$ cat src/rtl/cpu_sequencer.sv
// rtl/cpu_sequencer.sv - six-step instruction sequencer and control decode
// Drives every datapath bus-enable and latch strobe from (step, ir, flags).
module cpu_sequencer (
  input  logic       clk,
  input  logic       rst,
  input  logic [7:0] ir,
  input  logic       flag_c,
  input  logic       flag_a,
  input  logic       flag_e,
  input  logic       flag_z,
  output logic [2:0] step,
  output logic [3:0] r_en,
  output logic [3:0] r_set,
  output logic       iar_en,
  output logic       iar_set,
  output logic       ir_set,
  output logic       mar_set,
  output logic       ram_en,
  output logic       ram_set,
  output logic       tmp_set,
  output logic       b1,
  output logic       acc_en,
  output logic       acc_set,
  output logic       flag_set,
  output logic [2:0] op,
  output logic       carry_in
);

  typedef enum logic [2:0] {
    S1 = 3'd1,
    S2 = 3'd2,
    S3 = 3'd3,
    S4 = 3'd4,
    S5 = 3'd5,
    S6 = 3'd6
  } step_t;

  step_t      r_step;
  step_t      w_step_nxt;
  logic [1:0] w_ra;
  logic [1:0] w_rb;
  logic       w_jump;

  assign w_ra   = ir[3:2];
  assign w_rb   = ir[1:0];
  assign w_jump = (ir[3] & flag_c) | (ir[2] & flag_a) | (ir[1] & flag_e) | (ir[0] & flag_z);
  assign step   = r_step;

  always_ff @(posedge clk or negedge rst) begin
    if (!rst) r_step <= S1;
    else      r_step <= w_step_nxt;
  end

  always_comb begin
    w_step_nxt = S1;
    r_en       = 4'b0000;
    r_set      = 4'b0000;
    iar_en     = 1'b0;
    iar_set    = 1'b0;
    ir_set     = 1'b0;
    mar_set    = 1'b0;
    ram_en     = 1'b0;
    ram_set    = 1'b0;
    tmp_set    = 1'b0;
    b1         = 1'b0;
    acc_en     = 1'b0;
    acc_set    = 1'b0;
    flag_set   = 1'b0;
    op         = 3'b000;
    carry_in   = 1'b0;

    case (r_step)
      S1:      w_step_nxt = S2;
      S2:      w_step_nxt = S3;
      S3:      w_step_nxt = S4;
      S4:      w_step_nxt = S5;
      S5:      w_step_nxt = S6;
      default: w_step_nxt = S1;
    endcase

    case (r_step)
      // Fetch: MAR <= IAR, ACC <= IAR+1, IR <= RAM[MAR], IAR <= ACC.
      S1: begin iar_en = 1'b1; b1 = 1'b1; mar_set = 1'b1; acc_set = 1'b1; end
      S2: begin ram_en = 1'b1; ir_set = 1'b1; end
      S3: begin acc_en = 1'b1; iar_set = 1'b1; end
      default: begin
        if (ir[7]) begin
          case (r_step)
            S4: begin r_en[w_rb] = 1'b1; tmp_set = 1'b1; end
            S5: begin
              r_en[w_ra] = 1'b1;
              op         = ir[6:4];
              carry_in   = flag_c;
              acc_set    = 1'b1;
              flag_set   = 1'b1;
            end
            S6: begin
              // CMP only updates flags; the result is discarded.
              if (ir[6:4] != 3'b111) begin
                acc_en      = 1'b1;
                r_set[w_rb] = 1'b1;
              end
            end
            default: ;
          endcase
        end else begin
          case (ir[6:4])
            3'b000, 3'b001: begin
              if (r_step == S4) begin r_en[w_ra] = 1'b1; mar_set = 1'b1; end
              if (r_step == S5) begin
                if (ir[4]) begin r_en[w_rb] = 1'b1; ram_set = 1'b1; end
                else       begin ram_en = 1'b1; r_set[w_rb] = 1'b1; end
              end
            end
            3'b010: begin
              if (r_step == S4) begin iar_en = 1'b1; b1 = 1'b1; mar_set = 1'b1; acc_set = 1'b1; end
              if (r_step == S5) begin ram_en = 1'b1; r_set[w_rb] = 1'b1; end
              if (r_step == S6) begin acc_en = 1'b1; iar_set = 1'b1; end
            end
            3'b011: begin
              if (r_step == S4) begin r_en[w_rb] = 1'b1; iar_set = 1'b1; end
            end
            3'b100: begin
              if (r_step == S4) begin iar_en = 1'b1; mar_set = 1'b1; end
              if (r_step == S5) begin ram_en = 1'b1; iar_set = 1'b1; end
            end
            3'b101: begin
              // Not-taken path leaves IAR at the skip-over address from S5.
              if (r_step == S4) begin iar_en = 1'b1; b1 = 1'b1; mar_set = 1'b1; acc_set = 1'b1; end
              if (r_step == S5) begin acc_en = 1'b1; iar_set = 1'b1; end
              if (r_step == S6 && w_jump) begin ram_en = 1'b1; iar_set = 1'b1; end
            end
            3'b110: begin
              if (r_step == S4) begin b1 = 1'b1; flag_set = 1'b1; end
            end
            default: ;
          endcase
        end
      end
    endcase

    if (!rst) begin
      r_en     = 4'b0000;
      r_set    = 4'b0000;
      iar_en   = 1'b0;
      iar_set  = 1'b0;
      ir_set   = 1'b0;
      mar_set  = 1'b0;
      ram_en   = 1'b0;
      ram_set  = 1'b0;
      tmp_set  = 1'b0;
      b1       = 1'b0;
      acc_en   = 1'b0;
      acc_set  = 1'b0;
      flag_set = 1'b0;
      op       = 3'b000;
      carry_in = 1'b0;
    end
  end

endmodule
$ cat config.mk
export PLATFORM = sky130hd
export DESIGN_NAME = cpu_sequencer
export DESIGN_NICKNAME = d
export VERILOG_FILES = /design/src/rtl/cpu_sequencer.sv
export SDC_FILE = /design/constraint.sdc
export NUM_CORES = 1
export LEC_CHECK = 0
export CORE_MARGIN = 10
export CORE_UTILIZATION = 36
export DETAILED_ROUTE_END_ITERATION = 7
export GPL_ROUTABILITY_DRIVEN = 0
export PLACE_DENSITY_LB_ADDON = 0.05
export SLEW_MARGIN = 20
export SYNTH_ARGS = -nofsm -noshare
export SYNTH_HDL_FRONTEND = slang
export SYNTH_SLANG_ARGS = --single-unit
$ cat constraint.sdc
create_clock -name clk -period 1.75 [get_ports clk]
set_clock_uncertainty 0.15 [all_clocks]
set_input_delay 0.2625 -clock clk [delete_from_list [all_inputs] [get_ports clk]]
set_output_delay 0.2625 -clock clk [all_outputs]
set_load 0.05 [all_outputs]
==> reports/summary.json, run 1 <==
{
  "run_status": "did not finish",
  "outcome.stop_stage": "clock tree synthesis",
  "tool.error": "[ERROR DPL-0038] Utilization greater than 100%, impossible to legalize",
  "synth_top_family_by_area": "simple AND/OR/NAND/NOR gates",
  "post_synth_inst_count": 129,
  "initial_utilization_pct": 37.18,
  "yosys.area_share.adder_pct": 0,
  "yosysWarnings": 0,
  "place.detailed.instances": 236,
  "placedInstanceArea_sq_um": 2006,
  "synthMuxAreaShare_pct": 0,
  "cts.path.max_buffers": 2,
  "postSynth.topFlopCell": "dfrtp_1",
  "synthesis.area_per_instance_sq_um": 6.314,
  "cts.sinks": 3,
  "port_buffers": 39,
  "synth_simple_gate_area_share_pct": 49.62,
  "ys_ff_latch": 3,
  "pin_count": 40,
  "synthArstFlopShare_pct": 100.0,
  "synth_edf_count": 0,
  "share_of_synthesized_area_occupied_by_flip_flops_and_latches_pct": 9.370,
  "complex_gate_fraction_of_the_synthesized_area_pct": 33.03,
  "row_count": 17,
  "die-height_um": 67.57,
  "cts.htree.levels": 1,
  "cts.hold.buffers_added": 0,
  "synthDominantCellAreaShare_pct": 6.452,
  "ctsResizeCount": 50,
  "clk_root_buffer_cell": "clkbuf_4",
  "synth.area.top_cells": "nor2_1 (6.5%), a21oi_1 (6.1%), dfrtp_1 (6.1%)",
  "cts_inserted_buffers": 3,
  "yosys.cell_types.count": 39,
  "die_width_um": 67.57,
  "synthDominantAreaCellType": "nor2_1",
  "cts_setup_buffers": 10,
  "dpl.hpwl_mm": 3.980,
  "post_synth_xor_area_fraction_pct": 0,
  "synth_area_sq_um": 814.5,
  "syn_nets": 143
}
## per-stage QoR
step / setup slack, ns / setup TNS, ns / hold WS, ns
3_5_place_dp: -0.6199 / -10.42 / 0.5224
3_3_place_gp: -0.5658 / -9.051 / 0.4625
2_1_floorplan: -0.6422 / -7.571 / -0.1831
## Yosys cell counts (all sizes together), types with 2 or more instances
master / number
nor3: 11
and2b: 2
buf: 7
nor3b: 2
dfrtp: 2
and2: 3
clkbuf: 4
nor2: 14
nand2: 11
and3: 3
nand2b: 5
nor4: 3
inv: 4
a221oi: 3
nand3b: 2
a21oi: 10
o22ai: 5
o21ai: 10
nand3: 4
o211a: 2
nor2b: 7
## kinds of logic after synthesis
logic type | count (synthesis)
buffers and inverters | 15
flip-flops | 3
AND/OR/NAND/NOR | 71
AO/OA/AOI/OAI | 40
==> run 2: changes to the inputs <==
- CORE_AREA: unset -> 10 10 71 73
- CORE_MARGIN: 10 -> unset
- CORE_UTILIZATION: 36 -> unset
- DIE_AREA: unset -> 0 0 81 83
- PLACE_DENSITY_LB_ADDON: 0.05 -> 0.15
- clock period: 1.75 -> 2.3 ns (I/O delays scaled with it)
==> reports/summary.json, run 2 <==
{
  "run_status": {"value": "complete, but fails checks", "change": "was did not finish"},
  "violations_in_the_final_reports": "negative setup slack",
  "path_delay_family": "simple AND/OR/NAND/NOR gates",
  "timing.hold.worst.class": "primary input to async pin",
  "static-leakage-power_nw": 0.9588,
  "core_sq_um": 3633,
  "clock_input_transition_at_the_sequential_cells_of_the_worst_setup_and_hold_paths_ns": 0.03,
  "detail_route.wirelength_mm": 4.028,
  "arrival_time_at_the_worst_endpoint_ns": 1.94,
  "final_stage_net_count": 227,
  "critPathMaxFanout": 8,
  "max_slew_margin_pct": 66.39,
  "cts.sinks": {"value": 3, "change": "unchanged"},
  "slew_viol_final": 0,
  "grt_pass1_wl_mm": 6.375,
  "postSynth.topFlopCell": {"value": "dfrtp_1", "change": "unchanged"},
  "clk_root_buffer_cell": {"value": "clkbuf_8", "change": "was clkbuf_4"},
  "endpoint_kind": "output pin",
  "finalCriticalPeriod_ns": 2.439,
  "drt_drc_violations_left": 0,
  "ant_nets": 0,
  "grt_max_degree": 12,
  "max_slew.worst_pin.slew_ns": 0.5026,
  "power_density_nw_per_um2": 173.5,
  "worstSetupStartpointType": "flip-flop",
  "worstPathCellList": "or3b_4, o311a_4, nor3_4, buf_12",
  "antenna_cells_inserted": 0,
  "synthDominantCellAreaShare": {"value": 6.452, "unit": "%", "change": "unchanged"},
  "setup_slack_ns": -0.1385,
  "cts.path.max_buffers": {"value": 2, "change": "unchanged"},
  "placedInstanceArea": {"value": 1782, "unit": "sq um", "change": "was 2006 sq um"},
  "synth.area.top_cells": {"value": "nor2_1 (6.5%), a21oi_1 (6.1%), dfrtp_1 (6.1%)", "change": "unchanged"},
  "share_of_synthesized_area_occupied_by_flip_flops_and_latches": {"value": 9.370, "unit": "%", "change": "unchanged"},
  "switchingPower_mw": 0.1276,
  "max-vdd-ir-drop_uv": 360.2,
  "cp_slowest_cell": "dfstp_4",
  "synthArstFlopShare": {"value": 100.0, "unit": "%", "change": "unchanged"},
  "finalHoldViolCount": 0,
  "drt_iter0_markers": 70,
  "largest_register_ff_count": 3,
  "post_synth_inst_count": {"value": 129, "change": "unchanged"},
  "p_int_mw": 0.2553,
  "worst-endpoint-required_ns": 1.80,
  "setup_viol": 10,
  "buf_inv_stages_crit_path": 1,
  "worstSkewPairLatency_ns": 0.21,
  "ys_top_cells_by_count": {"value": "nor2_1 (14), nand2_1 (11), a21oi_1 (10), nor3_1 (10), o21ai_0 (9)", "change": "unchanged"},
  "cts.htree.levels": {"value": 1, "change": "unchanged"},
  "vias_in_the_first_global_route": 1314,
  "row_count": {"value": 22, "change": "was 17"},
  "share_seq_of_total_power_pct": 13.9,
  "timing.max_cap.violations": 0,
  "avgViaCountPerCell": 5.000,
  "final_layout_size_suffix_gt1_share_pct": 62.26,
  "p_sw_share_pct": 33.33,
  "ff2ff_setup_slack_ns": 0.84,
  "cts.hold.buffers_added": {"value": 0, "change": "unchanged"},
  "p_total_mw": 0.3830,
  "p_clk_share_pct": 39.2,
  "layout.cells.most_common_list": "buf_4 (44), buf_12 (20), nand2_1 (10), buf_6 (10), nor2_1 (9)",
  "syn_nets": {"value": 143, "change": "unchanged"},
  "pin_count": {"value": 40, "change": "unchanged"},
  "synthesis.area_per_instance": {"value": 6.314, "unit": "sq um", "change": "unchanged"},
  "post-synth-top-count-cell": {"value": "nor2_1", "change": "unchanged"},
  "fmax_ghz": 0.4101,
  "ys_ff_latch": {"value": 3, "change": "unchanged"},
  "final_common_cell": "buf_4",
  "power.combinational.fraction_pct": 47.0,
  "fp.dieArea_sq_um": 6723,
  "synth_edf_count": {"value": 0, "change": "unchanged"},
  "gr-total-overflow": 0,
  "critical-path-max-stage-delay_ns": 0.48,
  "vias": 1300,
  "cts_inserted_buffers": {"value": 3, "change": "unchanged"},
  "port_buffers": {"value": 39, "change": "unchanged"},
  "grt_use_total_pct": 10.89,
  "timing.final.crit_share_pct": 106.0,
  "synthDominantAreaCellType": {"value": "nor2_1", "change": "unchanged"},
  "timing_worst_setup_path_type": "flip-flop to output pin",
  "cts_tree": "built",
  "die_width": {"value": 81, "unit": "um", "change": "was 67.57 um"},
  "grt_antenna_before_repair": 0,
  "synth_area": {"value": 814.5, "unit": "sq um", "change": "unchanged"},
  "unrepaired_setup_endpoints_after_global_routing": "yes",
  "drt-pass1-iter-count": 4,
  "yosys.cell_types.count": {"value": 39, "change": "unchanged"},
  "initial_utilization": {"value": 22.42, "unit": "%", "change": "was 37.18%"},
  "yosysWarnings": {"value": 0, "change": "unchanged"},
  "drt-wirelength-per-cell_um": 15.49,
  "die-height": {"value": 83, "unit": "um", "change": "was 67.57 um"},
  "area_added_between_synthesis_and_finish_pct": 171.0,
  "post-route-cell-area_sq_um": 2207,
  "fin_setup_tns_ns": -0.5186,
  "dpl.hpwl": {"value": 2.921, "unit": "mm", "change": "was 3.980 mm"}
}
## run 2: routing by layer
layer | vias up | GRT usage (%) | share of wire [%] | routed length [um]
met4 | 0 | 2.191 | 0.20 | 8
met3 | 2 | 3.125 | 7.2 | 289
met2 | 46 | 18.01 | 48 | 1936
li1 | 641 | - | - | -
met5 | - | 0 | 0 | 0
met1 | 611 | 13.48 | 45 | 1794
## run 2: power by group through the flow
stage / Combinational (mW) / Clock [mW] / Sequential, mW
2_1_floorplan: 0.0680 / 0 / 0.0536
3_3_place_gp: 0.151 / 0 / 0.0536
3_5_place_dp: 0.153 / 0 / 0.0536
4_1_cts: 0.162 / 0.154 / 0.0531
5_1_grt: 0.191 / 0.163 / 0.0530
6_report: 0.180 / 0.150 / 0.0531
## run 2: repair_timing
item                                    4_1_cts  5_1_grt
pin swaps                                    13       10
buffers inserted                              7       11
gates resized for setup                      36       29
endpoints found under the setup margin       18       17
## run 2: cell type report
class | count | area, sq um
Clock buffer | 4 | 45.04
Fill cell | 314 | 1426
Inverter | 4 | 18.77
Multi-Input combinational cell | 111 | 984.7
Sequential cell | 3 | 82.58
Tap cell | 48 | 60.06
Timing Repair Buffer | 90 | 1016
## run 2: cell families (layout without fill, tap and decap cells)
group	Yosys count	count (layout)	synth area share, %
flops	3	3	9.371
buf+inv	15	98	7.986
compound gates	40	40	33.03
simple gates	71	71	49.62
## run 2: worst paths after layout
kind / from / endpoint / cells after the start
worst max-delay path: step[0] / r_en[0] / 4
worst min-delay path: rst / step[1] / 2
worst max register to register: step[0] / step[1] / 3
worst min register to register: step[1] / step[2] / 2
max in group asynchronous: rst / step[0] / 2
min in group clk: step[1] / step[2] / 2
## run 2: through the flow
step / hold WS [ns] / worst slack, ns / instances / util [%]
floorplan: -0.1006 / -0.1752 / 129 / -
global placement: 0.4859 / -0.2142 / 238 / 49.04
detailed placement: 0.5150 / -0.2361 / 238 / 49.04
CTS: 0.4840 / -0.07585 / 249 / 55.44
global route: 0.5003 / -0.1878 / 260 / 60.74
finish: 0.4911 / -0.1385 / 260 / 60.74
(Power assumes the default switching activity.)
